[config.mk]
export PLATFORM = sky130hd
export DESIGN_NAME = cnn_window_counter
export DESIGN_NICKNAME = d
export VERILOG_FILES = /design/src/rtl/cnn_window_counter.sv
export SDC_FILE = /design/constraint.sdc
export NUM_CORES = 1
export LEC_CHECK = 0
export ABC_AREA = 0
export BUFFER_PORTS_ARGS = -buffer_cell sky130_fd_sc_hd__buf_4
export CAP_MARGIN = 20
export CORE_MARGIN = 2
export CORE_UTILIZATION = 50
export DETAILED_ROUTE_END_ITERATION = 10
export PLACE_DENSITY = 0.83
export SYNTH_ARGS = -nofsm -noshare
export SYNTH_HDL_FRONTEND = slang
export SYNTH_SLANG_ARGS = --single-unit
[constraint.sdc]
create_clock -name clk_i -period 4.2 [get_ports clk_i]
set_input_delay 0.84 -clock clk_i [delete_from_list [all_inputs] [get_ports clk_i]]
set_output_delay 0.84 -clock clk_i [all_outputs]
set_load 0.1 [all_outputs]
[src/rtl/cnn_window_counter.sv]
`default_nettype none
// ============================================================================
// Module      : cnn_window_counter
// Description : Three-level nested loop counter (col -> row -> channel) with
//               runtime bounds and compile-time column/row strides. Each pass
//               is framed by a start/done handshake. The counter feeds the
//               feature-map and kernel address generators of the conv engine.
//
// Ports
//   clk_i        in   1        rising-edge clock
//   reset_i      in   1        synchronous, active-high reset
//   start_i      in   1        begin a pass (sampled only in IDLE)
//   cfg_cols_i   in   width_p  column bound (exclusive), latched on start
//   cfg_rows_i   in   width_p  row bound (exclusive), latched on start
//   cfg_chans_i  in   width_p  channel bound (exclusive), latched on start
//   en_i         in   1        advance enable; 0 holds the current tuple
//   busy_o       out  1        high while a pass is running
//   valid_o      out  1        tuple on col_o/row_o/chan_o is live
//   col_o        out  width_p  current column index
//   row_o        out  width_p  current row index
//   chan_o       out  width_p  current channel index
//   last_o       out  1        current tuple is the final one of the pass
//   row_wrap_o   out  1        pulse: column wrapped on the previous advance
//   done_o       out  1        pulse: final tuple accepted on previous cycle
//
// Revision    : 1.0 - initial release
// ============================================================================
module cnn_window_counter #(
    parameter int width_p      = 8,
    parameter int col_stride_p = 1,
    parameter int row_stride_p = 1
) (
    input  logic               clk_i,
    input  logic               reset_i,
    input  logic               start_i,
    input  logic [width_p-1:0] cfg_cols_i,
    input  logic [width_p-1:0] cfg_rows_i,
    input  logic [width_p-1:0] cfg_chans_i,
    input  logic               en_i,
    output logic               busy_o,
    output logic               valid_o,
    output logic [width_p-1:0] col_o,
    output logic [width_p-1:0] row_o,
    output logic [width_p-1:0] chan_o,
    output logic               last_o,
    output logic               row_wrap_o,
    output logic               done_o
);

    localparam logic [0:0] S_IDLE = 1'b0;
    localparam logic [0:0] S_RUN  = 1'b1;

    // Steps are widened by one bit so index + stride can never overflow
    // before it is compared against the bound.
    localparam logic [width_p:0]   C_COL_STEP = (width_p+1)'(col_stride_p);
    localparam logic [width_p:0]   C_ROW_STEP = (width_p+1)'(row_stride_p);
    localparam logic [width_p-1:0] C_ONE      = width_p'(1);
    localparam logic [width_p-1:0] C_ZERO     = '0;

    logic [0:0]         r_state;
    logic               r_busy;
    logic [width_p-1:0] r_col;
    logic [width_p-1:0] r_row;
    logic [width_p-1:0] r_chan;
    logic [width_p-1:0] r_cols;
    logic [width_p-1:0] r_rows;
    logic [width_p-1:0] r_chans;
    logic               r_row_wrap;
    logic               r_done;

    logic [width_p:0]   w_col_sum;
    logic [width_p:0]   w_row_sum;
    logic               w_col_wrap;
    logic               w_row_wrap;
    logic               w_chan_last;
    logic               w_any_zero;
    logic               w_last;

    always_comb begin
        w_col_sum   = {1'b0, r_col} + C_COL_STEP;
        w_row_sum   = {1'b0, r_row} + C_ROW_STEP;
        w_col_wrap  = (w_col_sum >= {1'b0, r_cols});
        w_row_wrap  = (w_row_sum >= {1'b0, r_rows});
        w_chan_last = (r_chan == (r_chans - C_ONE));
        w_any_zero  = (cfg_cols_i == C_ZERO) || (cfg_rows_i == C_ZERO) ||
                      (cfg_chans_i == C_ZERO);
        // Gated by RUN so stale or zero bounds in IDLE never flag a last tuple.
        w_last      = (r_state == S_RUN) && w_col_wrap && w_row_wrap && w_chan_last;
    end

    always_ff @(posedge clk_i) begin
        if (reset_i) begin
            r_state    <= S_IDLE;
            r_busy     <= 1'b0;
            r_col      <= '0;
            r_row      <= '0;
            r_chan     <= '0;
            r_cols     <= '0;
            r_rows     <= '0;
            r_chans    <= '0;
            r_row_wrap <= 1'b0;
            r_done     <= 1'b0;
        end else begin
            // Both flags are single-cycle pulses unless re-asserted below.
            r_row_wrap <= 1'b0;
            r_done     <= 1'b0;
            case (r_state)
                S_IDLE: begin
                    if (start_i) begin
                        if (w_any_zero) begin
                            // Empty pass: report completion without running.
                            r_done <= 1'b1;
                        end else begin
                            r_cols  <= cfg_cols_i;
                            r_rows  <= cfg_rows_i;
                            r_chans <= cfg_chans_i;
                            r_col   <= '0;
                            r_row   <= '0;
                            r_chan  <= '0;
                            r_busy  <= 1'b1;
                            r_state <= S_RUN;
                        end
                    end
                end
                S_RUN: begin
                    if (en_i) begin
                        if (w_last) begin
                            r_col      <= '0;
                            r_row      <= '0;
                            r_chan     <= '0;
                            r_busy     <= 1'b0;
                            r_done     <= 1'b1;
                            r_row_wrap <= 1'b1;
                            r_state    <= S_IDLE;
                        end else if (w_col_wrap) begin
                            r_col      <= '0;
                            r_row_wrap <= 1'b1;
                            if (w_row_wrap) begin
                                r_row  <= '0;
                                r_chan <= r_chan + C_ONE;
                            end else begin
                                r_row  <= w_row_sum[width_p-1:0];
                            end
                        end else begin
                            r_col <= w_col_sum[width_p-1:0];
                        end
                    end
                end
                default: begin
                    r_state <= S_IDLE;
                    r_busy  <= 1'b0;
                end
            endcase
        end
    end

    assign busy_o     = r_busy;
    assign valid_o    = r_busy;
    assign col_o      = r_col;
    assign row_o      = r_row;
    assign chan_o     = r_chan;
    assign last_o     = w_last;
    assign row_wrap_o = r_row_wrap;
    assign done_o     = r_done;

endmodule
`default_nettype wire

==> metrics.md <==
| Metric | Value |
|---|---|
| TritonCTS clock tree | built |
| Post-synthesis cell type count | 54 |
| Non-filler cells, final | 487 |
| Post-synthesis instance area | approximately 3100 µm² |
| Top-area cell type share of the netlist area | 33.3% |
| Initial Utilization | 52.2% |
| Power Dens Cells | about 290 nW/µm² |
| Total iterations of the first detailed-routing run | 4 |
| Worst slack, placed | 0.592 ns |
| Gr busiest metal | met2 |
| CTS sink count | 52 |
| Routed Antenna Nets | 0 |
| Die ar. | 6910 µm² |
| Largest cells by area after synthesis | dfxtp_1 33%, mux2i_1 8.3%, ha_1 8.0% |
| Critical Path End Type | output port |
| Grt total ovfl | 0 |
| Worst-path clk slew | 0.10 ns |
| Final setup margin | 0.305 ns |
| Post-route minimum period | 3.90 ns |
| Asr flop ratio synth | 0% |
| Final #Nets | 459 |
| Reg2Reg Depth | 12 |
| Placed cells | 479 |
| Antenna violations before repair | 0 |
| Slew Limit Fails | 0 |
| Cells after Synth | ~360 |
| M1 GR Usage | roughly 26% |
| Mapped Nets | ~400 |
| Final hold vios | 0 |
| Fillcell total | between 500 and 600 |
| Via count | 2,752 |
| Post-detail-place hpwl | 5.43 mm |
| Largest net degree at the start of global routing | 54 |
| Unrepaired setup endpoints after global routing | no |
| Status | complete, no violations |
| CTS Buffer Depth | 2 |
| Chip Width | 83.1 µm |
| CTS Hold Bufs | 0 |
| Critical path class | flip-flop to output port |
| H-tree levels | 2 |
| Global-route wire length before repair | about 12 mm |
| Area grow syn2layout | 16.1% |
| Final wirelength | 7.22 mm |
| Port Buf Inserts | 56 |
| Min-delay worst type | flip-flop to flip-flop |
| WHS Path Cells | 2 |
| # diodes | 0 |
| Met3 Track Usage GR | 4.17% |
| Util after Layout | 60.7% |
| Rel. slew slack | 48.9% |
| Row count | 28 |
| Core box area | 5990 µm² |
| Clk_lat worst skew | roughly 0.31 ns |
| Number of synthesized flops with an enable pin | 0 |
| Top FF cell, synth | dfxtp_1 |
| Vias in the first global route | 2,622 |
| #FFs+latches synth | 52 |
| Initial DRC count | 165 |
| Crit path to | last_o |
| Layout cells sized above 1 | 18.7% |
| Crit Path Max Fanout | 5 |
| Setup_tns | 0 ns |
| Reg-to-reg critical path startpoint | row_o[0]$_SDFFE_PP0P_ |
| Period utilization | 92.7% |
| Fmax | 257 MHz |
| Total CTS buffers | 5 |
| Post-DR wirelength/cell | between 10 and 15 µm |
| Gr usage total | 20.8% |
| Sequential cell area fraction in the yosys report | between 30% and 40% |
| Lkg Pwr | 1.61 nW |
| Reg2Reg Capture Point | chan_o[7]$_SDFFE_PP0P_ |
| CP Launch Point | col_o[0]$_SDFFE_PP0P_ |
| Die height | 83.1 µm |
| GPL Wtd Cong | 0.868 |
| Clock Tree Root | clkbuf_8 |
| R2R Setup Slk | 0.80 ns |
| Ports | 57 |
| Arrival time worst endpoint | 3.06 ns |
| Tightest Pin Transition | about 0.76 ns |
| CP Launch Type | flip-flop |
| Vias/cell | between 5 and 6 |
| CP required | 3.36 ns |
| Worst IR Drop VDD | between 0.2 and 0.25 mV |
| Syn. warnings | 0 |
| Post-Route Skew | 0.0117 ns |
| Leading area contributor after synthesis | dfxtp_1 |
| # setup viols final | 0 |
| Drt drc | 0 |
| Avg Cell Area, Syn | 8.60 µm² |
| Max_cap viols | 0 |
| Met2 Use GR | 36.4% |
[layout make-up]
cell class              count  area, µm²  area share (%)
clock inverters             3       27.5           0.758
flip-flops and latches     52       1040            28.7
inverters                  22       82.6            2.27
repair buffers             57        428            11.8
clock buffers               5       68.8            1.89
multi-input cells         273       1890            52.1
well taps                  75       93.8            2.58
[stage by stage]
step / power, mW / hold WS, ns / instance area [µm²]
CTS: 1.05 / 0.510 / 3630
global route: 1.10 / 0.546 / 3630
finish: 1.05 / 0.510 / 3630
detailed placement: 0.755 / 0.485 / 3530
floorplan: 0.702 / 0.463 / 3130
global placement: 0.748 / 0.462 / 3530
[how the worst min path moves through the flow]
| stage | slack [ns] | endpoint | startpoint |
|---|---|---|---|
| after floorplan | 0.46 | r_cols[1]$_SDFFE_PP0P_ | r_cols[1]$_SDFFE_PP0P_ |
| after global placement | 0.46 | busy_o$_SDFFE_PP0P_ | busy_o$_SDFFE_PP0P_ |
| after detailed placement | 0.49 | r_cols[7]$_SDFFE_PP0P_ | r_cols[7]$_SDFFE_PP0P_ |
| after CTS | 0.51 | row_o[1]$_SDFFE_PP0P_ | row_o[1]$_SDFFE_PP0P_ |
| after global routing | 0.55 | r_cols[7]$_SDFFE_PP0P_ | r_cols[7]$_SDFFE_PP0P_ |
| final | 0.51 | row_o[1]$_SDFFE_PP0P_ | row_o[1]$_SDFFE_PP0P_ |
[registers in the layout, indices dropped and copies added (netlist names)]
name / flops
r_state: 1
row_wrap_o: 1
row_o: 8
r_rows: 8
col_o: 8
busy_o: 1
r_cols: 8
chan_o: 8
r_chans: 8
done_o: 1
[repair_timing]
action,4_1_cts,5_1_grt
resized for setup,0,1
setup buffers,0,0
setup endpoints to repair,0,1
endpoints found under the hold margin,0,0
[cell usage in the layout (no fill, tap or decap), types with 4 or more instances in the layout]
cell | netlist | routed
a32oi_1 | 4 | 4
nor3_1 | 16 | 15
a211oi_1 | 4 | 4
nand3_1 | 15 | 15
nand4_1 | 7 | 7
ha_1 | 20 | 20
mux2i_1 | 26 | 26
xnor2_1 | 16 | 16
o21ai_0 | 8 | 8
xor2_1 | 13 | 13
nand2_1 | 27 | 27
dfxtp_1 | 52 | 52
nor2_1 | 35 | 35
inv_1 | 22 | 22
a21oi_1 | 20 | 20
nor2b_1 | 6 | 6
nand2b_1 | 5 | 5
buf_4 | 1 | 57
nor4_1 | 6 | 6
clkbuf_8 | 0 | 5
o31ai_1 | 4 | 4
[per-layer routing]
layer / part of all wire, % / wire [µm]
met1: 45 / 3260
met2: 49 / 3550
met3: 4.3 / 311
met4: 1.3 / 93
met5: 0 / 0
[power breakdown]
group	internal, mW	switching (mW)	total (mW)
clock network	0.123	0.181	0.303
registers	0.512	0.0197	0.531
logic	0.0859	0.129	0.215
[worst max-delay path: stages (launching register included)]
cell	delay (ns)
dfxtp_1	0.42
ha_1	0.22
and3_1	0.26
nand3_1	0.13
xnor2_1	0.15
ha_1	0.30
o21a_1	0.12
o21ai_0	0.11
o21ai_1	0.26
o2111a_1	0.32
and2_4	0.18
buf_4	0.28
[cell usage after synthesis, drive strengths merged (4+ instances only)]
| master | number |
|---|---|
| mux2i | 26 |
| a211oi | 4 |
| a21oi | 20 |
| nor2b | 6 |
| nand2 | 27 |
| o21ai | 11 |
| nor2 | 35 |
| clkbuf | 6 |
| ha | 20 |
| xnor2 | 16 |
| inv | 22 |
| nand3 | 15 |
| dfxtp | 52 |
| o31ai | 4 |
| buf | 9 |
| nand2b | 5 |
| nand4 | 7 |
| xor2 | 13 |
| nor3 | 16 |
| nor4 | 8 |
| a32oi | 4 |
[cells by family (layout without fill, tap and decap cells)]
group                    count (synthesis)  count (layout)  share of synthesized area, %
AO/OA/AOI/OAI                           60              60                          12.8
XOR/XNOR                                29              29                          8.12
adder cells (fa/ha/maj)                 20              20                          8.00
buffers and inverters                   39              87                          6.44
flip-flops                              52              52                          33.3
multiplexers                            26              26                          8.32
AND/OR/NAND/NOR                        138             138                          23.0
Power figures use the tool's default switching activity.
